$ cat src/rtl/coin_pkg.sv
// Shared coin codes and output-FSM state encoding for the coin intake stage.
package coin_pkg;

   localparam int unsigned CODE_W = 2;

   // FIFO payload codes; NONE never enters the queue.
   localparam logic [CODE_W-1:0] COIN_NONE = 2'b00;
   localparam logic [CODE_W-1:0] COIN_1    = 2'b01;
   localparam logic [CODE_W-1:0] COIN_5    = 2'b10;
   localparam logic [CODE_W-1:0] COIN_10   = 2'b11;

   typedef enum logic [1:0] {
      IDLE = 2'd0,
      EMIT = 2'd1,
      HOLD = 2'd2
   } state_t;

endpackage

$ cat src/rtl/coin_intake_if.sv
// Sensor/button/busy inputs and pulse/status outputs of the coin intake stage.
// master: the side that drives the raw lines and busy (sensors + vending FSM).
// slave : the coin intake block itself.
interface coin_intake_if #(
   parameter int unsigned FIFO_DEPTH = 4
);
   localparam int unsigned CNT_W = $clog2(FIFO_DEPTH) + 1;

   logic             s1;
   logic             s5;
   logic             s10;
   logic             btn_rest;
   logic             busy;
   logic             i1;
   logic             i5;
   logic             i10;
   logic             rest;
   logic             rej;
   logic [CNT_W-1:0] fifo_cnt;

   modport master (
      output s1, s5, s10, btn_rest, busy,
      input  i1, i5, i10, rest, rej, fifo_cnt
   );

   modport slave (
      input  s1, s5, s10, btn_rest, busy,
      output i1, i5, i10, rest, rej, fifo_cnt
   );

endinterface

$ cat src/rtl/coin_debounce.sv
// Single-channel debouncer.
// Ports: clk, reset (async, active-high), raw (bouncing input),
//        filt (filtered level), rise (one-cycle pulse on filt 0->1).
module coin_debounce #(
   parameter int unsigned DB_CYCLES = 4
) (
   input  logic clk,
   input  logic reset,
   input  logic raw,
   output logic filt,
   output logic rise
);

   localparam int unsigned CW = (DB_CYCLES > 1) ? $clog2(DB_CYCLES) : 1;

   logic          raw_q;
   logic [CW-1:0] cnt;

   // raw_q samples the asynchronous line; filt follows it after DB_CYCLES agreeing samples.
   always_ff @(posedge clk or posedge reset) begin
      if (reset) begin
         raw_q <= 1'b0;
         cnt   <= '0;
         filt  <= 1'b0;
         rise  <= 1'b0;
      end else begin
         raw_q <= raw;
         rise  <= 1'b0;
         if (raw_q == filt) begin
            cnt <= '0;
         end else if (cnt == CW'(DB_CYCLES - 1)) begin
            cnt  <= '0;
            filt <= raw_q;
            rise <= raw_q;
         end else begin
            cnt <= cnt + 1'b1;
         end
      end
   end

endmodule

$ cat src/rtl/coin_intake.sv
// Coin intake front end for the vending FSM: debounces coin sensors and the
// refund button, queues coins, and emits spaced single-cycle pulses.
// Ports: clk, reset (async, active-high),
//        bus.slave: s1/s5/s10/btn_rest/busy in; i1/i5/i10/rest/rej/fifo_cnt out.
module coin_intake
   import coin_pkg::*;
#(
   parameter int unsigned DB_CYCLES  = 4,
   parameter int unsigned FIFO_DEPTH = 4
) (
   input  logic          clk,
   input  logic          reset,
   coin_intake_if.slave  bus
);

   localparam int unsigned AW = $clog2(FIFO_DEPTH);
   localparam int unsigned CW = AW + 1;

   // Filtered levels are not needed here; only their rising edges are.
   logic [3:0] filt_unused;
   logic       rise1, rise5, rise10, rise_rest;

   coin_debounce #(.DB_CYCLES(DB_CYCLES)) u_db1 (
      .clk(clk), .reset(reset), .raw(bus.s1), .filt(filt_unused[0]), .rise(rise1));
   coin_debounce #(.DB_CYCLES(DB_CYCLES)) u_db5 (
      .clk(clk), .reset(reset), .raw(bus.s5), .filt(filt_unused[1]), .rise(rise5));
   coin_debounce #(.DB_CYCLES(DB_CYCLES)) u_db10 (
      .clk(clk), .reset(reset), .raw(bus.s10), .filt(filt_unused[2]), .rise(rise10));
   coin_debounce #(.DB_CYCLES(DB_CYCLES)) u_dbr (
      .clk(clk), .reset(reset), .raw(bus.btn_rest), .filt(filt_unused[3]), .rise(rise_rest));

   logic              pend1, pend5, pend10, pend_rest;
   logic [CODE_W-1:0] mem [FIFO_DEPTH];
   logic [AW-1:0]     wr_ptr, rd_ptr;
   logic [CW-1:0]     count;
   state_t            state, next_state;

   logic              clr1_c, clr5_c, clr10_c;
   logic [CODE_W-1:0] sel_c;
   logic              push_c, rej_c;
   logic              pop_c, clr_rest_c;
   logic              i1_c, i5_c, i10_c, rest_c;

   // Enqueue arbiter: one pending coin per cycle, highest value first.
   // Fullness is judged on the pre-pop count.
   always_comb begin
      sel_c   = COIN_NONE;
      clr1_c  = 1'b0;
      clr5_c  = 1'b0;
      clr10_c = 1'b0;
      if (pend10) begin
         sel_c   = COIN_10;
         clr10_c = 1'b1;
      end else if (pend5) begin
         sel_c  = COIN_5;
         clr5_c = 1'b1;
      end else if (pend1) begin
         sel_c  = COIN_1;
         clr1_c = 1'b1;
      end
      push_c = (sel_c != COIN_NONE) && (count <  CW'(FIFO_DEPTH));
      rej_c  = (sel_c != COIN_NONE) && (count >= CW'(FIFO_DEPTH));
   end

   // Output FSM next state; coins are served before a pending refund.
   always_comb begin
      next_state = state;
      pop_c      = 1'b0;
      clr_rest_c = 1'b0;
      i1_c       = 1'b0;
      i5_c       = 1'b0;
      i10_c      = 1'b0;
      rest_c     = 1'b0;
      case (state)
         IDLE: begin
            if (!bus.busy) begin
               if (count != '0) begin
                  next_state = EMIT;
                  pop_c      = 1'b1;
                  case (mem[rd_ptr])
                     COIN_1:  i1_c  = 1'b1;
                     COIN_5:  i5_c  = 1'b1;
                     COIN_10: i10_c = 1'b1;
                     default: ;
                  endcase
               end else if (pend_rest) begin
                  next_state = EMIT;
                  rest_c     = 1'b1;
                  clr_rest_c = 1'b1;
               end
            end
         end
         EMIT:    next_state = HOLD;
         HOLD:    next_state = IDLE;
         default: next_state = IDLE;
      endcase
   end

   // State, pending flags, FIFO and registered outputs.
   always_ff @(posedge clk or posedge reset) begin
      if (reset) begin
         state     <= IDLE;
         pend1     <= 1'b0;
         pend5     <= 1'b0;
         pend10    <= 1'b0;
         pend_rest <= 1'b0;
         wr_ptr    <= '0;
         rd_ptr    <= '0;
         count     <= '0;
         for (int i = 0; i < int'(FIFO_DEPTH); i++) mem[i] <= COIN_NONE;
         bus.i1    <= 1'b0;
         bus.i5    <= 1'b0;
         bus.i10   <= 1'b0;
         bus.rest  <= 1'b0;
         bus.rej   <= 1'b0;
      end else begin
         state     <= next_state;
         pend1     <= (pend1     & ~clr1_c)     | rise1;
         pend5     <= (pend5     & ~clr5_c)     | rise5;
         pend10    <= (pend10    & ~clr10_c)    | rise10;
         pend_rest <= (pend_rest & ~clr_rest_c) | rise_rest;
         if (push_c) begin
            mem[wr_ptr] <= sel_c;
            wr_ptr      <= wr_ptr + 1'b1;
         end
         if (pop_c) rd_ptr <= rd_ptr + 1'b1;
         count     <= count + CW'(push_c) - CW'(pop_c);
         bus.i1    <= i1_c;
         bus.i5    <= i5_c;
         bus.i10   <= i10_c;
         bus.rest  <= rest_c;
         bus.rej   <= rej_c;
      end
   end

   assign bus.fifo_cnt = count;

endmodule

$ cat src/flat_wrapper.sv
// flat-port wrapper written by rule: the top's interface ports become plain ports
module coin_intake_flat import coin_pkg::*;
#(
   parameter int unsigned DB_CYCLES  = 4,
   parameter int unsigned FIFO_DEPTH = 4
)
  (clk, reset, bus_s1, bus_s5, bus_s10, bus_btn_rest, bus_busy, bus_i1, bus_i5, bus_i10, bus_rest, bus_rej, bus_fifo_cnt);
  coin_intake_if #(.FIFO_DEPTH(FIFO_DEPTH)) bus_i ();
  input  logic clk;
  input  logic reset;
  input wire logic [$bits(bus_i.s1)-1:0] bus_s1;
  input wire logic [$bits(bus_i.s5)-1:0] bus_s5;
  input wire logic [$bits(bus_i.s10)-1:0] bus_s10;
  input wire logic [$bits(bus_i.btn_rest)-1:0] bus_btn_rest;
  input wire logic [$bits(bus_i.busy)-1:0] bus_busy;
  output wire logic [$bits(bus_i.i1)-1:0] bus_i1;
  output wire logic [$bits(bus_i.i5)-1:0] bus_i5;
  output wire logic [$bits(bus_i.i10)-1:0] bus_i10;
  output wire logic [$bits(bus_i.rest)-1:0] bus_rest;
  output wire logic [$bits(bus_i.rej)-1:0] bus_rej;
  output wire logic [$bits(bus_i.fifo_cnt)-1:0] bus_fifo_cnt;
  assign bus_i.s1 = bus_s1;
  assign bus_i.s5 = bus_s5;
  assign bus_i.s10 = bus_s10;
  assign bus_i.btn_rest = bus_btn_rest;
  assign bus_i.busy = bus_busy;
  assign bus_i1 = bus_i.i1;
  assign bus_i5 = bus_i.i5;
  assign bus_i10 = bus_i.i10;
  assign bus_rest = bus_i.rest;
  assign bus_rej = bus_i.rej;
  assign bus_fifo_cnt = bus_i.fifo_cnt;
  coin_intake #(.DB_CYCLES(DB_CYCLES), .FIFO_DEPTH(FIFO_DEPTH)) u_core (.clk(clk), .reset(reset), .bus(bus_i));
endmodule
$ cat config.mk
export PLATFORM = sky130hd
export DESIGN_NAME = coin_intake_flat
export DESIGN_NICKNAME = d
export VERILOG_FILES = /design/src/rtl/coin_pkg.sv /design/src/rtl/coin_intake_if.sv /design/src/rtl/coin_debounce.sv /design/src/rtl/coin_intake.sv /design/src/flat_wrapper.sv
export SDC_FILE = /design/constraint.sdc
export NUM_CORES = 1
export LEC_CHECK = 0
export BUFFER_PORTS_ARGS = -buffer_cell sky130_fd_sc_hd__clkbuf_2
export CAP_MARGIN = 20
export CORE_ASPECT_RATIO = 0.5
export CORE_MARGIN = 4
export CORE_UTILIZATION = 30
export DETAILED_ROUTE_END_ITERATION = 16
export SYNTH_ARGS = -nofsm -noshare
export SYNTH_HDL_FRONTEND = slang
export SYNTH_SLANG_ARGS = --single-unit
$ cat constraint.sdc
create_clock -name clk -period 2.4 [get_ports clk]
set_clock_uncertainty 0.2 [all_clocks]
set_input_delay 0.6 -clock clk [delete_from_list [all_inputs] [get_ports clk]]
set_output_delay 0.6 -clock clk [all_outputs]
set_load 0.1 [all_outputs]
# Word level (Yosys, flattened, before mapping)
# Index checks and enable logic that the tools add are counted.
dict set report op_classes {
  n_reduce_logical 11
  n_addsub 8
  n_lt_le_gt_ge 5
  n_eq_ne 14
  muxes 54
  bitwise 18
}
# cell n
set ops {}
lappend ops {{1-bit two-way mux} 34}
lappend ops {{2-bit two-way mux} 16}
lappend ops {{2-bit by 1-bit adder with 2-bit output (second input constant)} 6}
lappend ops {{2-bit equality test (second input constant)} 6}
lappend ops {{2-bit AND reduction} 5}
lappend ops {{3-bit greater-or-equal comparator (second input constant)} 3}
lappend ops {{8-bit bitwise mux} 1}
lappend ops {{1-bit NOT} 8}
lappend ops {{2-bit NOT with 3-bit output} 2}
lappend ops {{1-bit bitwise AND} 4}
lappend ops {{2-bit binary-select mux with 2-bit select} 1}
lappend ops {{2-bit demux with 2-bit select} 1}
lappend ops {{1-bit equality test} 4}
lappend ops {{2-bit by 1-bit equality test with 1-bit output (second input constant)} 2}
lappend ops {{1-bit bitwise OR} 4}
lappend ops {{2-bit one-hot mux with 2 select lines} 1}
lappend ops {{3-bit by 1-bit adder with 3-bit output} 1}
lappend ops {{1-bit logical AND} 3}
lappend ops {{3-bit by 1-bit < comparator with 1-bit output (second input constant)} 1}
lappend ops {{3-bit < comparator (second input constant)} 1}
lappend ops {{3-bit by 1-bit inequality test with 1-bit output (second input constant)} 1}
lappend ops {{3-bit nonzero test} 1}
lappend ops {{3-bit by 1-bit subtractor with 3-bit output} 1}
lappend ops {{2-bit zero test} 1}
lappend ops {{2 further kinds} 2}
dict set report totals {
  out_inout_bits 8
  register_bits 46
  elab_cells 143
  in_bits 7
}

# Depth between registers and ports, before layout
# Gate-level depths: netlist of run 1.
dict set report logic_depth {
  depth_word 9
  mapped_depth 10
  depth_no_buf 10
}

# Modules after synthesis
# From an unflattened synthesis of run 1, not the netlist that was laid out.
dict set report unflattened {
  cells_unflattened 148
  area_unflattened_um2 1915.6
}
# mod cells_per_inst seq_area_each_um2 area_per_inst_um2 n_inst
set modules_own_cells {}
lappend modules_own_cells {coin_intake 92 650.6 1184.9 1}
lappend modules_own_cells {coin_debounce 14 125.1 182.7 4}

# Least setup slack after synthesis of run 1
# No wires, ideal clock.
dict set report synth_timing {
  kind {reg2reg}
  start {register u_core.count[1], in the netlist u_core.bus.fifo_cnt[1]}
  end {register u_core.count[2], in the netlist u_core.bus.fifo_cnt[2]}
  period_less_slack_ns 2.955
  setup_slack_ns -0.555
  n_path_buf 0
  setup_time_ns 0.161
  required_ns 2.039
  t_arrival_ns 2.594
  path_stages_with_launch 11
  path_cell_list {dfrtp_1 -> or3_4 -> nand2_1 -> inv_1 -> ha_1 -> inv_1 -> ha_1 -> inv_1 -> fa_1 -> xnor2_1 -> xnor2_1}
}
dict set report synth_via {
  elab_chain_len 5
  elab_cells_between_ends 8
  cone_classes {add/sub (2); order compare (1); mux (3); reduce/logical (2)}
}
# item line
set synth_lines {}
lappend synth_lines {{start: declaration} coin_intake.sv:35} ;# logic [CW-1:0] count;
lappend synth_lines {{start signal: assignment} coin_intake.sv:127} ;# count <= count + CW'(push_c) - CW'(pop_c);
lappend synth_lines {{3-bit nonzero test} coin_intake.sv:77} ;# if (count != '0) begin
lappend synth_lines {{1-bit two-way mux} coin_intake.sv:77}
lappend synth_lines {{1-bit two-way mux} coin_intake.sv:76} ;# if (!bus.busy) begin
lappend synth_lines {{1-bit two-way mux} coin_intake.sv:74} ;# case (state)
lappend synth_lines {{net u_core.pop_c} coin_intake.sv:41} ;# logic pop_c, clr_rest_c;
lappend synth_lines {{3-bit by 1-bit subtractor with 3-bit output} coin_intake.sv:127}
# The timed path passes the listed nets, and every way through them passes these cells.
# A chain may end at the register's enable or synchronous reset.

# Worst setup path after layout of run 1
dict set report layout_timing {
  start {register u_core.count[0], in the netlist u_core.bus.fifo_cnt[0]}
  end {register u_core.count[2], in the netlist u_core.bus.fifo_cnt[2]}
}
# The elaborated chain is that of the path after synthesis.

==> flow_summary.html, run 1 <==
<table>
<tr><th>Metric</th><th>Value</th></tr>
<tr><th colspan="2">Clock network</th></tr>
<tr><td>Number of buffers inserted for hold repair after clock tree synthesis</td><td>0</td></tr>
<tr><td>Maximum number of buffers from clock root to sink</td><td>2</td></tr>
<tr><td>Clock tree from TritonCTS</td><td>done</td></tr>
<tr><td>Number of sinks handled by clock tree synthesis</td><td>46</td></tr>
<tr><td>Number of buffers inserted during clock tree synthesis</td><td>5</td></tr>
<tr><td>Clock edge transition at the registers on the reported setup and hold paths</td><td>0.06 ns</td></tr>
<tr><td>H-tree levels</td><td>2</td></tr>
<tr><td>Later-pin clock latency in the skew report</td><td>approximately 0.28 ns</td></tr>
<tr><td>Buffer cell driving the clock tree root</td><td>sky130_fd_sc_hd__clkbuf_16</td></tr>
<tr><th colspan="2">Critical path</th></tr>
<tr><td>Cell Chain, Critical Path</td><td>or3_4 -&gt; nand2_4 -&gt; inv_4 -&gt; ha_4 -&gt; inv_4 -&gt; ha_4 -&gt; inv_2 -&gt; fa_2 -&gt; xnor2_2 -&gt; xnor2_1</td></tr>
<tr><td>Biggest cell delay along the critical path</td><td>around 0.48 ns</td></tr>
<tr><td>Critical path buffer and inverter count</td><td>3</td></tr>
<tr><td>Startpoint type of the worst setup path</td><td>flip-flop</td></tr>
<tr><td>Standard cell with the maximum stage delay on the critical path</td><td>sky130_fd_sc_hd__dfrtp_4</td></tr>
<tr><td>Required time reported for the critical path endpoint</td><td>2.36 ns</td></tr>
<tr><td>R2r worst-path depth</td><td>10</td></tr>
<tr><td>CP Depth</td><td>10</td></tr>
<tr><td>Crit path capture type</td><td>flip-flop</td></tr>
<tr><td>Critical Path AT</td><td>2.30 ns</td></tr>
<tr><td>Critical path destination</td><td>u_core.bus.fifo_cnt[2]</td></tr>
<tr><td>R2r endpoint</td><td>u_core.bus.fifo_cnt[2]</td></tr>
<tr><td>Highest fanout seen on the critical path</td><td>4</td></tr>
<tr><td>Path type of the worst setup path</td><td>flip-flop to flip-flop</td></tr>
<tr><td>Origin of the worst setup path</td><td>u_core.bus.fifo_cnt[0]</td></tr>
<tr><td>Setup slack on the worst flop-to-flop path</td><td>0.06 ns</td></tr>
<tr><td>Start of the worst register-to-register path</td><td>u_core.bus.fifo_cnt[0]</td></tr>
<tr><td>Critical path's top delay family</td><td>adder cells</td></tr>
<tr><th colspan="2">STA</th></tr>
<tr><td>Clock period minus final worst setup slack</td><td>2.336 ns</td></tr>
<tr><td>Pin slew with the least headroom to its limit</td><td>between 0.5 and 0.6 ns</td></tr>
<tr><td>Final worst-path cycle share</td><td>0.9734</td></tr>
<tr><td>Hold violation total from the final report</td><td>0</td></tr>
<tr><td>Normalized max-slew margin</td><td>0.6288</td></tr>
<tr><td>Endpoints failing setup</td><td>0</td></tr>
<tr><td>Fin Hold WS</td><td>0.1530 ns</td></tr>
<tr><td>Setup repair after global routing missed its margin</td><td>yes</td></tr>
<tr><td>Setup TNS</td><td>0 ns</td></tr>
<tr><td>Slew Viols, Final</td><td>0</td></tr>
<tr><td>Highest achievable clock rate</td><td>0.4280 GHz</td></tr>
<tr><th colspan="2">Final layout</th></tr>
<tr><td>Post-route cell area</td><td>2275 um^2</td></tr>
<tr><td>Share of final-layout standard cells stronger than drive strength 1</td><td>0.3333</td></tr>
<tr><td>Count of antenna diodes in the layout</td><td>0</td></tr>
<tr><td>Syn-to-layout area delta</td><td>22.59%</td></tr>
<tr><td>Post-layout net count</td><td>approximately 180</td></tr>
<tr><td>Final std cells w/o fill</td><td>~250</td></tr>
<tr><th colspan="2">Worst hold path</th></tr>
<tr><td>Startpoint of the worst hold path</td><td>u_core.u_db10.rise</td></tr>
<tr><td>Path type of the worst min-delay path</td><td>flip-flop to flip-flop</td></tr>
<tr><th colspan="2">Detailed routing</th></tr>
<tr><td>Final routed DRC violation total</td><td>0</td></tr>
<tr><td>DRT iter0 DRCs</td><td>36</td></tr>
<tr><td>Post-Route WL</td><td>2693 um</td></tr>
<tr><td>Average wire per standard cell</td><td>10.95 um</td></tr>
<tr><td>Post-route antenna net violation count</td><td>0</td></tr>
<tr><td>Via density</td><td>4.126</td></tr>
<tr><td>First-pass iteration count of the detailed router</td><td>4</td></tr>
<tr><td>Vias</td><td>between 1000 and 1500</td></tr>
<tr><th colspan="2">Power</th></tr>
<tr><td>Cell-internal power</td><td>0.001896 W</td></tr>
<tr><td>Fraction of power spent switching nets</td><td>0.3587</td></tr>
<tr><td>Part of the power in registers</td><td>0.402</td></tr>
<tr><td>Leakage power total</td><td>1.099 nW</td></tr>
<tr><td>Power per standard cell area</td><td>1300 nW/um^2</td></tr>
<tr><td>Total power consumption of the routed design</td><td>0.002957 W</td></tr>
<tr><td>Net load switching power</td><td>about 0.0011 W</td></tr>
<tr><td>Power share of the clock group</td><td>0.228</td></tr>
<tr><td>Worst IR drop on VDD</td><td>0.3811 mV</td></tr>
<tr><td>Portion of total power attributed to combinational logic</td><td>0.370</td></tr>
<tr><th colspan="2">Synth</th></tr>
<tr><td>Average cell area after synthesis</td><td>13.74 um^2</td></tr>
<tr><td>Leading cell types by count after synthesis</td><td>sky130_fd_sc_hd__dfrtp_1, sky130_fd_sc_hd__ha_1, sky130_fd_sc_hd__inv_1</td></tr>
<tr><td>Syn Std Cell Area</td><td>approximately 1900 um^2</td></tr>
<tr><td>Number of enable-type register cells in the synthesized netlist</td><td>0</td></tr>
<tr><td>Number of nets in the synthesized netlist</td><td>153</td></tr>
<tr><td>Netlist cell types</td><td>28</td></tr>
<tr><td>Sequential cell area fraction in the yosys report</td><td>0.6204</td></tr>
<tr><td>Fraction of registers with async set or reset after synthesis</td><td>1.000</td></tr>
<tr><td>Post-synth top area share</td><td>0.6204</td></tr>
<tr><td>Yosys warning total</td><td>0</td></tr>
<tr><td>Most area-hungry cell type in the Yosys netlist</td><td>sky130_fd_sc_hd__dfrtp_1</td></tr>
<tr><td>Mapped Cells</td><td>135</td></tr>
<tr><td>Leading cell types by total area after synthesis</td><td>sky130_fd_sc_hd__dfrtp_1, sky130_fd_sc_hd__ha_1, sky130_fd_sc_hd__mux2_2</td></tr>
<tr><td>Flop and latch count out of synthesis</td><td>46</td></tr>
<tr><td>Most instantiated library cell after synthesis</td><td>sky130_fd_sc_hd__dfrtp_1</td></tr>
<tr><td>Primary FF master, synth</td><td>sky130_fd_sc_hd__dfrtp_1</td></tr>
<tr><th colspan="2">Global route</th></tr>
<tr><td>Overflow left after global routing</td><td>0</td></tr>
<tr><td>Number of antenna violations at the first check in global routing</td><td>0</td></tr>
<tr><td>Largest net degree at the start of global routing</td><td>47</td></tr>
<tr><td>Number of global-route vias before repair</td><td>1105</td></tr>
<tr><td>Aggregate global-route resource usage</td><td>0.08433</td></tr>
<tr><td>Wire length of the first global-routing pass</td><td>between 5000 and 6000 um</td></tr>
<tr><th colspan="2">Floorplan</th></tr>
<tr><td>Number of top-level pins</td><td>15</td></tr>
<tr><td>Die H</td><td>between 60 and 70 um</td></tr>
<tr><td>Effective utilization at floorplan</td><td>0.3239</td></tr>
<tr><td>Number of core rows</td><td>19</td></tr>
<tr><td>Die area</td><td>7584 um^2</td></tr>
<tr><td>Die width</td><td>119.2 um</td></tr>
<tr><td>Core outline area</td><td>5729 um^2</td></tr>
<tr><th colspan="2">Place</th></tr>
<tr><td>Post-detailed-placement cell area</td><td>2115 um^2</td></tr>
<tr><td>Detailed placement HPWL</td><td>2002 um</td></tr>
<tr><td>Routability congestion estimate from global placement</td><td>approximately 0.67</td></tr>
<tr><td>Placed Cells</td><td>237</td></tr>
<tr><td>Number of buffers added on ports</td><td>14</td></tr>
<tr><th colspan="2">Status</th></tr>
<tr><td>Outcome</td><td>complete, no violations</td></tr>
<tr><th colspan="2">Flow run</th></tr>
<tr><td>Max-cap violation count</td><td>0</td></tr>
</table>
[layer usage]
layer,vias up,wire length [um],GRT usage,part of all wire
li1,508,-,-,-
met1,490,1330,0.1066,0.49
met2,13,1228,0.1335,0.46
met3,4,102,0.03307,0.038
met4,0,31,0.02597,0.012
met5,-,0,0,0
[power by group through the flow]
stage               Combinational, W  Sequential, W  Clock [W]
floorplan                   0.000603        0.00143          0
global placement             0.00105        0.00119          0
detailed placement           0.00108        0.00120          0
CTS                          0.00108        0.00119   0.000695
global route                 0.00122        0.00122   0.000739
finish                       0.00109        0.00119   0.000675
[metrics by stage]
stage | setup WS (ns) | utilization
final | 0.06376 | 0.3970
after global routing | -0.02301 | 0.3970
after CTS | 0.005695 | 0.3948
after detailed placement | -0.04054 | 0.3691
after global placement | 0.01301 | 0.3691
after floorplan | -0.1603 | -
[final cells by class]
cell class,instances,area [um^2]
fillers,524,3455
flip-flops and latches,46,1160
multi-input cells,78,704.4
clock buffers,7,142.6
repair buffers,20,115.1
well taps,84,105.1
inverters,10,42.54
clock inverters,1,5.005
[state kept, by name, summed over array words and instances, names as in the netlist, 2 cells and up]
name / flops
u_core.state: 2
u_core.u_db10.cnt: 2
u_core.mem: 8
u_core.wr_ptr: 2
u_core.bus.fifo_cnt: 3
u_core.u_dbr.cnt: 2
u_core.u_db5.cnt: 2
u_core.rd_ptr: 2
u_core.u_db1.cnt: 2
[what timing repair did]
item / in CTS / in global routing
endpoints found under the setup margin: 0 / 1
setup buffers: 0 / 1
gates resized for setup: 0 / 2
[worst min path at each step]
| stage | end | slack (ns) | depth (start not counted) |
|---|---|---|---|
| final | u_core.pend10 | 0.15 | 0 |
| after global routing | u_core.pend10 | 0.17 | 0 |
| after global placement | u_core.pend10 | 0.13 | 0 |
| after CTS | u_core.pend10 | 0.16 | 0 |
| after floorplan | u_core.pend10 | 0.13 | 0 |
| after detailed placement | u_core.pend10 | 0.14 | 0 |
[worst register-to-register path: cells and delay by family (launching register included)]
family,cells,cell delay (ns)
xor gates and xnor gates,2,0.26
DFF,1,0.48
and+or+nand+nor,2,0.49
adders and majority gates,3,0.67
buffers and inverters,3,0.12
[cell families (layout without fill, tap and decap cells)]
| kind of cell | count (synthesis) | count (layout) | synth area share |
|---|---|---|---|
| fa+ha+maj | 11 | 11 | 0.07822 |
| simple gates | 34 | 34 | 0.1207 |
| mux | 9 | 9 | 0.06676 |
| xor+xnor | 9 | 9 | 0.04248 |
| flops | 46 | 46 | 0.6204 |
| buf+inv | 11 | 38 | 0.02293 |
| compound gates | 15 | 15 | 0.04855 |
[cells in the final DEF, fill, tap and decap left out, types with 2 or more instances in the layout]
cell	instances
sky130_fd_sc_hd__mux4_2	2
sky130_fd_sc_hd__dfrtp_1	43
sky130_fd_sc_hd__dfrtp_4	2
sky130_fd_sc_hd__clkbuf_16	5
sky130_fd_sc_hd__a21o_1	3
sky130_fd_sc_hd__nand2_1	3
sky130_fd_sc_hd__inv_1	6
sky130_fd_sc_hd__ha_1	8
sky130_fd_sc_hd__nor2b_1	5
sky130_fd_sc_hd__mux2_2	7
sky130_fd_sc_hd__and3b_1	2
sky130_fd_sc_hd__ha_4	2
sky130_fd_sc_hd__inv_4	2
sky130_fd_sc_hd__a21oi_1	8
sky130_fd_sc_hd__xnor2_1	7
sky130_fd_sc_hd__inv_2	2
sky130_fd_sc_hd__o21ai_0	2
sky130_fd_sc_hd__buf_4	6
sky130_fd_sc_hd__nor3b_1	8
sky130_fd_sc_hd__nor2_1	3
sky130_fd_sc_hd__clkbuf_2	14
sky130_fd_sc_hd__nor3_1	4
(Power assumes the default switching activity.)
==> inputs of run 2 (changes only) <==
- clock period: 2.4 -> 2.8 ns (I/O delays scaled with it)
==> flow_summary.html, run 2 (synthesis results as in run 1) <==
<table>
<tr><th>Metric</th><th>Value</th></tr>
<tr><th colspan="2">Final layout</th></tr>
<tr><td>Fill cells</td><td>547 (was 524)</td></tr>
<tr><td>Post-layout net count</td><td>175 (was 179)</td></tr>
<tr><td>Commonest non-fill, non-tap cell in the layout</td><td>sky130_fd_sc_hd__dfrtp_1 (unchanged)</td></tr>
<tr><td>Number of flip-flops under the largest register name</td><td>8 (unchanged)</td></tr>
<tr><td>Biggest register</td><td>u_core.mem (unchanged)</td></tr>
<tr><td>Share of final-layout standard cells stronger than drive strength 1</td><td>0.2658 (was 0.3333)</td></tr>
<tr><td>Syn-to-layout area delta</td><td>20.63% (was 22.59%)</td></tr>
<tr><td>Commonest cells after routing, fill and taps aside</td><td>sky130_fd_sc_hd__dfrtp_1, sky130_fd_sc_hd__clkbuf_2, sky130_fd_sc_hd__ha_1 (was sky130_fd_sc_hd__dfrtp_1, sky130_fd_sc_hd__clkbuf_2, sky130_fd_sc_hd__nor3b_1, sky130_fd_sc_hd__a21oi_1, sky130_fd_sc_hd__ha_1)</td></tr>
<tr><td>Count of antenna diodes in the layout</td><td>0 (unchanged)</td></tr>
<tr><td>Post-route cell area</td><td>2238 um^2 (was 2275 um^2)</td></tr>
<tr><th colspan="2">Critical path</th></tr>
<tr><td>Crit path capture type</td><td>flip-flop (unchanged)</td></tr>
<tr><td>Highest fanout seen on the critical path</td><td>12 (was 4)</td></tr>
<tr><td>Critical path's top delay family</td><td>adder cells (unchanged)</td></tr>
<tr><td>Required time reported for the critical path endpoint</td><td>2.81 ns (was 2.36 ns)</td></tr>
<tr><td>Biggest cell delay along the critical path</td><td>0.48 ns (about the same)</td></tr>
<tr><td>Critical Path AT</td><td>2.55 ns (was 2.30 ns)</td></tr>
<tr><td>Critical path buffer and inverter count</td><td>3 (unchanged)</td></tr>
<tr><td>Most frequent cell on the critical path</td><td>sky130_fd_sc_hd__inv_1</td></tr>
<tr><td>Setup slack on the worst flop-to-flop path</td><td>0.25 ns (was 0.06 ns)</td></tr>
<tr><td>Path type of the worst setup path</td><td>flip-flop to flip-flop (unchanged)</td></tr>
<tr><td>Standard cell with the maximum stage delay on the critical path</td><td>sky130_fd_sc_hd__dfrtp_2 (was sky130_fd_sc_hd__dfrtp_4)</td></tr>
<tr><td>Startpoint type of the worst setup path</td><td>flip-flop (unchanged)</td></tr>
<tr><td>Start of the worst register-to-register path</td><td>u_core.bus.fifo_cnt[2] (was u_core.bus.fifo_cnt[0])</td></tr>
<tr><td>R2r worst-path depth</td><td>10 (unchanged)</td></tr>
<tr><td>Cell Chain, Critical Path</td><td>or3_4 -&gt; nand2_1 -&gt; inv_1 -&gt; ha_1 -&gt; inv_1 -&gt; ha_1 -&gt; inv_1 -&gt; fa_1 -&gt; xnor2_1 -&gt; xnor2_1 (was or3_4 -&gt; nand2_4 -&gt; inv_4 -&gt; ha_4 -&gt; inv_4 -&gt; ha_4 -&gt; inv_2 -&gt; fa_2 -&gt; xnor2_2 -&gt; xnor2_1)</td></tr>
<tr><td>R2r endpoint</td><td>u_core.bus.fifo_cnt[2] (unchanged)</td></tr>
<tr><th colspan="2">Clock network</th></tr>
<tr><td>Post-CTS sizing</td><td>0 (unchanged)</td></tr>
<tr><td>Number of buffers inserted for hold repair after clock tree synthesis</td><td>0 (unchanged)</td></tr>
<tr><td>Maximum number of buffers from clock root to sink</td><td>2 (unchanged)</td></tr>
<tr><td>Clock edge transition at the registers on the reported setup and hold paths</td><td>0.06 ns (about the same)</td></tr>
<tr><td>Clock tree from TritonCTS</td><td>done (unchanged)</td></tr>
<tr><td>Number of sinks handled by clock tree synthesis</td><td>46 (unchanged)</td></tr>
<tr><td>Buffers inserted during post-CTS setup optimization</td><td>0 (unchanged)</td></tr>
<tr><td>H-tree levels</td><td>2 (unchanged)</td></tr>
<tr><td>Number of buffers inserted during clock tree synthesis</td><td>5 (unchanged)</td></tr>
<tr><td>Buffer cell driving the clock tree root</td><td>sky130_fd_sc_hd__clkbuf_16 (unchanged)</td></tr>
<tr><td>Later-pin clock latency in the skew report</td><td>0.28 ns (about the same)</td></tr>
<tr><th colspan="2">Detailed routing</th></tr>
<tr><td>Via density</td><td>4.149 (was 4.126)</td></tr>
<tr><td>Vias</td><td>1004 (was 1015)</td></tr>
<tr><td>Post-Route WL</td><td>2713 um (was 2693 um)</td></tr>
<tr><td>First-pass iteration count of the detailed router</td><td>4 (unchanged)</td></tr>
<tr><td>Average wire per standard cell</td><td>11.21 um (was 10.95 um)</td></tr>
<tr><td>DRT iter0 DRCs</td><td>53 (was 36)</td></tr>
<tr><td>Final routed DRC violation total</td><td>0 (unchanged)</td></tr>
<tr><td>Post-route antenna net violation count</td><td>0 (unchanged)</td></tr>
<tr><th colspan="2">STA</th></tr>
<tr><td>Fin Hold WS</td><td>0.07174 ns (was 0.1530 ns)</td></tr>
<tr><td>Setup TNS</td><td>0 ns (unchanged)</td></tr>
<tr><td>Normalized max-slew margin</td><td>0.6385 (was 0.6288)</td></tr>
<tr><td>Highest achievable clock rate</td><td>0.3929 GHz (was 0.4280 GHz)</td></tr>
<tr><td>Endpoints failing setup</td><td>0 (unchanged)</td></tr>
<tr><td>Setup repair after global routing missed its margin</td><td>no (was yes)</td></tr>
<tr><td>Clock period minus final worst setup slack</td><td>2.545 ns (was 2.336 ns)</td></tr>
<tr><td>Final worst-path cycle share</td><td>0.9090 (was 0.9734)</td></tr>
<tr><td>Slew Viols, Final</td><td>0 (unchanged)</td></tr>
<tr><td>Hold violation total from the final report</td><td>0 (unchanged)</td></tr>
<tr><td>Pin slew with the least headroom to its limit</td><td>0.5446 ns (was 0.5569 ns)</td></tr>
<tr><th colspan="2">Global route</th></tr>
<tr><td>Largest net degree at the start of global routing</td><td>42 (was 47)</td></tr>
<tr><td>Number of antenna violations at the first check in global routing</td><td>0 (unchanged)</td></tr>
<tr><td>Number of global-route vias before repair</td><td>1077 (was 1105)</td></tr>
<tr><td>Wire length of the first global-routing pass</td><td>5168 um (was 5154 um)</td></tr>
<tr><td>Overflow left after global routing</td><td>0 (unchanged)</td></tr>
<tr><td>Aggregate global-route resource usage</td><td>0.08727 (was 0.08433)</td></tr>
<tr><th colspan="2">Floorplan</th></tr>
<tr><td>Effective utilization at floorplan</td><td>0.3239 (unchanged)</td></tr>
<tr><td>Core outline area</td><td>5729 um^2 (unchanged)</td></tr>
<tr><td>Die area</td><td>7584 um^2 (unchanged)</td></tr>
<tr><td>Number of core rows</td><td>19 (unchanged)</td></tr>
<tr><td>Die H</td><td>63.61 um (unchanged)</td></tr>
<tr><td>Die width</td><td>119.2 um (unchanged)</td></tr>
<tr><td>Number of top-level pins</td><td>15 (unchanged)</td></tr>
<tr><th colspan="2">Power</th></tr>
<tr><td>Power per standard cell area</td><td>1153 nW/um^2 (was 1300 nW/um^2)</td></tr>
<tr><td>Leakage power total</td><td>1.094 nW (was 1.099 nW)</td></tr>
<tr><td>Worst IR drop on VDD</td><td>0.3596 mV (was 0.3811 mV)</td></tr>
<tr><th colspan="2">Place</th></tr>
<tr><td>Detailed placement HPWL</td><td>1940 um (was 2002 um)</td></tr>
<tr><td>Post-detailed-placement cell area</td><td>2044 um^2 (was 2115 um^2)</td></tr>
<tr><td>Number of buffers added on ports</td><td>14 (unchanged)</td></tr>
<tr><td>Routability congestion estimate from global placement</td><td>0.7159 (was 0.6719)</td></tr>
<tr><th colspan="2">Status</th></tr>
<tr><td>Outcome</td><td>complete, no violations (unchanged)</td></tr>
<tr><th colspan="2">Worst hold path</th></tr>
<tr><td>Path type of the worst min-delay path</td><td>input port to async pin (was flip-flop to flip-flop)</td></tr>
<tr><th colspan="2">Flow run</th></tr>
<tr><td>Max-cap violation count</td><td>0 (unchanged)</td></tr>
</table>
-- run 2: worst reg2reg max path: cells and delay by family (launching register included) --
kind          cells  cell delay, ns
xor+xnor          2            0.31
fa+ha+maj         3            0.77
buf+inv           3            0.20
flops             1            0.48
simple gates      2            0.51
-- run 2: stage by stage --
stage	utilization	worst slack [ns]	total power, W	instances
CTS	0.3907	0.2514	0.002623	242
global route	0.3907	0.08223	0.002772	242
detailed placement	0.3568	0.1907	0.001843	234
global placement	0.3568	0.2623	0.001822	234
floorplan	-	0.1081	0.001676	135
finish	0.3907	0.2548	0.002582	242
-- run 2: layout make-up --
| type | count | area, um^2 | area share |
|---|---|---|---|
| clock buffers | 5 | 125.1 | 0.05590 |
| clock inverters | 3 | 68.82 | 0.03074 |
| inverters | 10 | 37.54 | 0.01677 |
| multi-input cells | 78 | 661.9 | 0.2957 |
| flip-flops and latches | 46 | 1155 | 0.5159 |
| well taps | 84 | 105.1 | 0.04695 |
| repair buffers | 16 | 85.08 | 0.03801 |
-- run 2: worst max-delay path by stage --
stage | startpoint | to | slack (ns) | cells after the start
global route | u_core.bus.fifo_cnt[2] | u_core.bus.fifo_cnt[2] | 0.08 | 10
finish | u_core.bus.fifo_cnt[2] | u_core.bus.fifo_cnt[2] | 0.25 | 10
CTS | u_core.bus.fifo_cnt[2] | u_core.bus.fifo_cnt[2] | 0.25 | 10
floorplan | u_core.bus.fifo_cnt[1] | u_core.bus.fifo_cnt[2] | 0.11 | 10
global placement | bus_busy | u_core.bus.fifo_cnt[2] | 0.26 | 11
detailed placement | bus_busy | u_core.bus.fifo_cnt[2] | 0.19 | 11
-- run 2: layer usage --
metal,global-route usage,wire [um],share of wire,up-vias
met5,0,0,0,-
met4,0.04762,48,0.018,0
met3,0.03217,110,0.041,5
met2,0.1230,1170,0.43,12
met1,0.1157,1384,0.51,489
li1,-,-,-,498
-- run 2: where the power goes --
| part | internal (W) | switching (W) | leakage (nW) |
|---|---|---|---|
| combinational | 0.000314 | 0.000474 | 0.408 |
| sequential | 0.000872 | 0.000164 | 0.592 |
| clock | 0.000512 | 0.000245 | 0.0940 |
| total | 0.00170 | 0.000884 | 1.09 |
==> inputs of run 3 (changes only) <==
- ABC_AREA: unset -> 1
==> flow_summary.html, run 3 <==
<table>
<tr><th>Metric</th><th>Value</th></tr>
<tr><th colspan="2">Status</th></tr>
<tr><td>Outcome</td><td>complete, no violations (unchanged)</td></tr>
<tr><th colspan="2">Detailed routing</th></tr>
<tr><td>DRT iter0 DRCs</td><td>35 (was 53)</td></tr>
<tr><td>Average wire per standard cell</td><td>9.949 um (was 11.21 um)</td></tr>
<tr><td>Final routed DRC violation total</td><td>0 (unchanged)</td></tr>
<tr><td>Via density</td><td>4.092 (was 4.149)</td></tr>
<tr><td>First-pass iteration count of the detailed router</td><td>4 (unchanged)</td></tr>
<tr><td>Post-Route WL</td><td>2925 um (was 2713 um)</td></tr>
<tr><td>Post-route antenna net violation count</td><td>0 (unchanged)</td></tr>
<tr><td>Vias</td><td>1203 (was 1004)</td></tr>
<tr><th colspan="2">Floorplan</th></tr>
<tr><td>Die width</td><td>122.1 um (was 119.2 um)</td></tr>
<tr><td>Die area</td><td>7939 um^2 (was 7584 um^2)</td></tr>
<tr><td>Number of core rows</td><td>20 (was 19)</td></tr>
<tr><td>Die H</td><td>65.04 um (was 63.61 um)</td></tr>
<tr><td>Effective utilization at floorplan</td><td>0.3158 (was 0.3239)</td></tr>
<tr><td>Number of top-level pins</td><td>15 (unchanged)</td></tr>
<tr><td>Core outline area</td><td>6181 um^2 (was 5729 um^2)</td></tr>
<tr><th colspan="2">Synth</th></tr>
<tr><td>Share of cell area taken by muxes after synthesis</td><td>0 (was 0.06676)</td></tr>
<tr><td>Post-synth top area share</td><td>0.5897 (was 0.6204)</td></tr>
<tr><td>Adder-cell share of the synthesized area</td><td>0.07436 (was 0.07822)</td></tr>
<tr><td>Simple-gate area share of the yosys netlist</td><td>0.1878 (was 0.1207)</td></tr>
<tr><td>Fraction of registers with async set or reset after synthesis</td><td>1.000 (unchanged)</td></tr>
<tr><td>Leading cell types by total area after synthesis</td><td>sky130_fd_sc_hd__dfrtp_1, sky130_fd_sc_hd__nand2_1, sky130_fd_sc_hd__ha_1 (was sky130_fd_sc_hd__dfrtp_1, sky130_fd_sc_hd__ha_1, sky130_fd_sc_hd__mux2_2)</td></tr>
<tr><td>Average cell area after synthesis</td><td>10.61 um^2 (was 13.74 um^2)</td></tr>
<tr><td>Yosys warning total</td><td>0 (unchanged)</td></tr>
<tr><td>Primary FF master, synth</td><td>sky130_fd_sc_hd__dfrtp_1 (unchanged)</td></tr>
<tr><td>Most instantiated library cell after synthesis</td><td>sky130_fd_sc_hd__dfrtp_1 (unchanged)</td></tr>
<tr><td>Mapped Cells</td><td>184 (was 135)</td></tr>
<tr><td>Netlist cell types</td><td>25 (was 28)</td></tr>
<tr><td>Combinational family with the most area after synthesis</td><td>simple AND/OR/NAND/NOR gates (unchanged)</td></tr>
<tr><td>Number of enable-type register cells in the synthesized netlist</td><td>0 (unchanged)</td></tr>
<tr><td>Xor-xnor portion of the synthesized cell area</td><td>0.03590 (was 0.04248)</td></tr>
<tr><td>Synthesized-area fraction occupied by ao, oa, aoi and oai cells</td><td>0.05192 (was 0.04855)</td></tr>
<tr><td>Leading cell types by count after synthesis</td><td>sky130_fd_sc_hd__dfrtp_1, sky130_fd_sc_hd__nand2_1, sky130_fd_sc_hd__inv_1, sky130_fd_sc_hd__nor2_1, sky130_fd_sc_hd__o21ai_0 (was sky130_fd_sc_hd__dfrtp_1, sky130_fd_sc_hd__ha_1, sky130_fd_sc_hd__inv_1)</td></tr>
<tr><td>Flop and latch count out of synthesis</td><td>46 (unchanged)</td></tr>
<tr><td>Most area-hungry cell type in the Yosys netlist</td><td>sky130_fd_sc_hd__dfrtp_1 (unchanged)</td></tr>
<tr><td>Syn Std Cell Area</td><td>1952 um^2 (was 1856 um^2)</td></tr>
<tr><td>Sequential cell area fraction in the yosys report</td><td>0.5897 (was 0.6204)</td></tr>
<tr><td>Number of nets in the synthesized netlist</td><td>202 (was 153)</td></tr>
<tr><th colspan="2">Clock network</th></tr>
<tr><td>Maximum number of buffers from clock root to sink</td><td>2 (unchanged)</td></tr>
<tr><td>Number of sinks handled by clock tree synthesis</td><td>46 (unchanged)</td></tr>
<tr><td>Buffer cell driving the clock tree root</td><td>sky130_fd_sc_hd__clkbuf_16 (unchanged)</td></tr>
<tr><td>Later-pin clock latency in the skew report</td><td>0.28 ns (about the same)</td></tr>
<tr><td>H-tree levels</td><td>2 (unchanged)</td></tr>
<tr><td>Buffers inserted during post-CTS setup optimization</td><td>0 (unchanged)</td></tr>
<tr><td>Number of buffers inserted during clock tree synthesis</td><td>5 (unchanged)</td></tr>
<tr><td>Clock tree from TritonCTS</td><td>done (unchanged)</td></tr>
<tr><td>Post-CTS sizing</td><td>0 (unchanged)</td></tr>
<tr><td>Clock edge transition at the registers on the reported setup and hold paths</td><td>0.06 ns (about the same)</td></tr>
<tr><td>Number of buffers inserted for hold repair after clock tree synthesis</td><td>0 (unchanged)</td></tr>
<tr><th colspan="2">Place</th></tr>
<tr><td>Routability congestion estimate from global placement</td><td>0.7426 (was 0.7159)</td></tr>
<tr><td>Detailed placement HPWL</td><td>2139 um (was 1940 um)</td></tr>
<tr><td>Number of buffers added on ports</td><td>14 (unchanged)</td></tr>
<tr><th colspan="2">Power</th></tr>
<tr><td>Worst IR drop on VDD</td><td>0.2702 mV (was 0.3596 mV)</td></tr>
<tr><td>Leakage power total</td><td>1.152 nW (was 1.094 nW)</td></tr>
<tr><td>Power per standard cell area</td><td>1040 nW/um^2 (was 1153 nW/um^2)</td></tr>
<tr><th colspan="2">Critical path</th></tr>
<tr><td>Critical path's top delay family</td><td>adder cells (unchanged)</td></tr>
<tr><td>Start of the worst register-to-register path</td><td>u_core.bus.fifo_cnt[1] (was u_core.bus.fifo_cnt[2])</td></tr>
<tr><td>Setup slack on the worst flop-to-flop path</td><td>0.63 ns (was 0.25 ns)</td></tr>
<tr><td>Biggest cell delay along the critical path</td><td>0.44 ns (was 0.48 ns)</td></tr>
<tr><td>Cell Chain, Critical Path</td><td>nor2_1 -&gt; nand2_4 -&gt; inv_4 -&gt; nor2_8 -&gt; ha_1 -&gt; inv_1 -&gt; ha_1 -&gt; inv_1 -&gt; fa_1 -&gt; xnor2_1 (was or3_4 -&gt; nand2_1 -&gt; inv_1 -&gt; ha_1 -&gt; inv_1 -&gt; ha_1 -&gt; inv_1 -&gt; fa_1 -&gt; xnor2_1 -&gt; xnor2_1)</td></tr>
<tr><td>Startpoint type of the worst setup path</td><td>flip-flop (unchanged)</td></tr>
<tr><td>R2r worst-path depth</td><td>10 (unchanged)</td></tr>
<tr><td>Standard cell with the maximum stage delay on the critical path</td><td>sky130_fd_sc_hd__dfrtp_1 (was sky130_fd_sc_hd__dfrtp_2)</td></tr>
<tr><td>Critical path buffer and inverter count</td><td>3 (unchanged)</td></tr>
<tr><td>Required time reported for the critical path endpoint</td><td>2.80 ns (was 2.81 ns)</td></tr>
<tr><td>Highest fanout seen on the critical path</td><td>4 (was 12)</td></tr>
<tr><td>R2r endpoint</td><td>u_core.bus.fifo_cnt[2] (unchanged)</td></tr>
<tr><td>Crit path capture type</td><td>flip-flop (unchanged)</td></tr>
<tr><td>Path type of the worst setup path</td><td>flip-flop to flip-flop (unchanged)</td></tr>
<tr><td>Critical Path AT</td><td>2.17 ns (was 2.55 ns)</td></tr>
<tr><th colspan="2">STA</th></tr>
<tr><td>Setup TNS</td><td>0 ns (unchanged)</td></tr>
<tr><td>Setup repair after global routing missed its margin</td><td>no (unchanged)</td></tr>
<tr><td>Clock period minus final worst setup slack</td><td>2.170 ns (was 2.545 ns)</td></tr>
<tr><td>Pin slew with the least headroom to its limit</td><td>0.5459 ns (was 0.5446 ns)</td></tr>
<tr><td>Slew Viols, Final</td><td>0 (unchanged)</td></tr>
<tr><td>Final worst-path cycle share</td><td>0.7750 (was 0.9090)</td></tr>
<tr><td>Normalized max-slew margin</td><td>0.6376 (was 0.6385)</td></tr>
<tr><td>Endpoints failing setup</td><td>0 (unchanged)</td></tr>
<tr><td>Hold violation total from the final report</td><td>0 (unchanged)</td></tr>
<tr><td>Highest achievable clock rate</td><td>0.4608 GHz (was 0.3929 GHz)</td></tr>
<tr><th colspan="2">Global route</th></tr>
<tr><td>Wire length of the first global-routing pass</td><td>5347 um (was 5168 um)</td></tr>
<tr><td>Largest net degree at the start of global routing</td><td>47 (was 42)</td></tr>
<tr><td>Aggregate global-route resource usage</td><td>0.08535 (was 0.08727)</td></tr>
<tr><td>Number of global-route vias before repair</td><td>1237 (was 1077)</td></tr>
<tr><td>Overflow left after global routing</td><td>0 (unchanged)</td></tr>
<tr><td>Number of antenna violations at the first check in global routing</td><td>0 (unchanged)</td></tr>
<tr><th colspan="2">Final layout</th></tr>
<tr><td>Share of final-layout standard cells stronger than drive strength 1</td><td>0.1942 (was 0.2658)</td></tr>
<tr><td>Count of antenna diodes in the layout</td><td>0 (unchanged)</td></tr>
<tr><td>Number of flip-flops under the largest register name</td><td>8 (unchanged)</td></tr>
<tr><td>Biggest register</td><td>u_core.mem (unchanged)</td></tr>
<tr><td>Commonest cells after routing, fill and taps aside</td><td>sky130_fd_sc_hd__dfrtp_1, sky130_fd_sc_hd__nand2_1, sky130_fd_sc_hd__inv_1 (was sky130_fd_sc_hd__dfrtp_1, sky130_fd_sc_hd__clkbuf_2, sky130_fd_sc_hd__ha_1)</td></tr>
<tr><td>Fill cells</td><td>603 (was 547)</td></tr>
<tr><td>Post-layout net count</td><td>223 (was 175)</td></tr>
<tr><td>Syn-to-layout area delta</td><td>17.24% (was 20.63%)</td></tr>
<tr><td>Commonest non-fill, non-tap cell in the layout</td><td>sky130_fd_sc_hd__dfrtp_1 (unchanged)</td></tr>
<tr><td>Post-Route Utilization</td><td>0.3702 (was 0.3907)</td></tr>
<tr><th colspan="2">Flow run</th></tr>
<tr><td>Max-cap violation count</td><td>0 (unchanged)</td></tr>
<tr><th colspan="2">Worst hold path</th></tr>
<tr><td>Path type of the worst min-delay path</td><td>flip-flop to flip-flop (was input port to async pin)</td></tr>
<tr><td>Startpoint of the worst hold path</td><td>u_core.u_db10.rise</td></tr>
<tr><td>Capture endpoint of the worst hold path</td><td>u_core.pend10</td></tr>
<tr><td>Min-Delay Path Depth</td><td>0</td></tr>
</table>
run 3: cell types whose count changed after synthesis, moves of 3 or more:
cell,delta
sky130_fd_sc_hd__nor3b_1,-8
sky130_fd_sc_hd__nand2_4,+3
sky130_fd_sc_hd__a21oi_1,-7
sky130_fd_sc_hd__nand3_1,+6
sky130_fd_sc_hd__o21ai_0,+10
sky130_fd_sc_hd__nor2b_1,-5
sky130_fd_sc_hd__nand3_2,+4
sky130_fd_sc_hd__mux2_2,-7
sky130_fd_sc_hd__nand2_1,+30
sky130_fd_sc_hd__inv_1,+13
sky130_fd_sc_hd__nor2_1,+13
run 3: cell families (layout without fill, tap and decap cells):
kind of cell | count (synthesis) | after routing
compound gates | 18 | 18
flops | 46 | 46
xor+xnor | 8 | 8
simple gates | 73 | 73
fa+ha+maj | 11 | 11
buf+inv | 28 | 50
run 3: area by class of cell:
type,count,area (um^2),share of cell area
Timing Repair Buffer,15,90.09,0.03937
Clock inverter,1,5.005,0.002187
Multi-Input combinational cell,110,683.2,0.2985
Clock buffer,7,142.6,0.06233
Tap cell,88,110.1,0.04811
Sequential cell,46,1151,0.5030
Inverter,27,106.4,0.04647
run 3: per-layer routing:
layer / vias up / part of all wire / routed length (um) / global-route usage
met2: 15 / 0.47 / 1363 / 0.1422
met1: 568 / 0.47 / 1384 / 0.1004
met3: 5 / 0.046 / 135 / 0.02964
li1: 615 / - / - / -
met5: - / 0 / 0 / 0
met4: 0 / 0.014 / 41 / 0.03766
run 3: metrics by stage:
stage                     setup WS (ns)  std cells  hold slack [ns]  power, W  instance area [um^2]
after global placement           0.4159        286           0.1323  0.001780                  2141
after CTS                        0.6009        294           0.1675  0.002413                  2288
after detailed placement         0.3697        286           0.1544  0.001826                  2141
after global routing             0.5089        294           0.1702  0.002562                  2288
after floorplan                 0.04910        184           0.1312  0.001679                  1952
final                            0.6299        294           0.1558  0.002380                  2288
run 3: where the power goes:
part,switching (W),internal [W],leakage (nW)
combinational,0.000568,0.000255,0.478
sequential,0.000138,0.000839,0.600
clock,0.000227,0.000354,0.0739
total,0.000933,0.00145,1.15
run 3: worst max-delay path by stage:
stage	startpoint	to	slack (ns)	cells past startpoint
2_1_floorplan	u_core.bus.fifo_cnt[2]	u_core.bus.fifo_cnt[2]	0.05	10
3_3_place_gp	bus_busy	u_core.bus.fifo_cnt[2]	0.42	10
3_5_place_dp	bus_busy	u_core.bus.fifo_cnt[2]	0.37	10
4_1_cts	u_core.bus.fifo_cnt[1]	u_core.bus.fifo_cnt[2]	0.60	10
5_1_grt	u_core.bus.fifo_cnt[1]	u_core.bus.fifo_cnt[2]	0.51	10
6_report	u_core.bus.fifo_cnt[1]	u_core.bus.fifo_cnt[2]	0.63	10
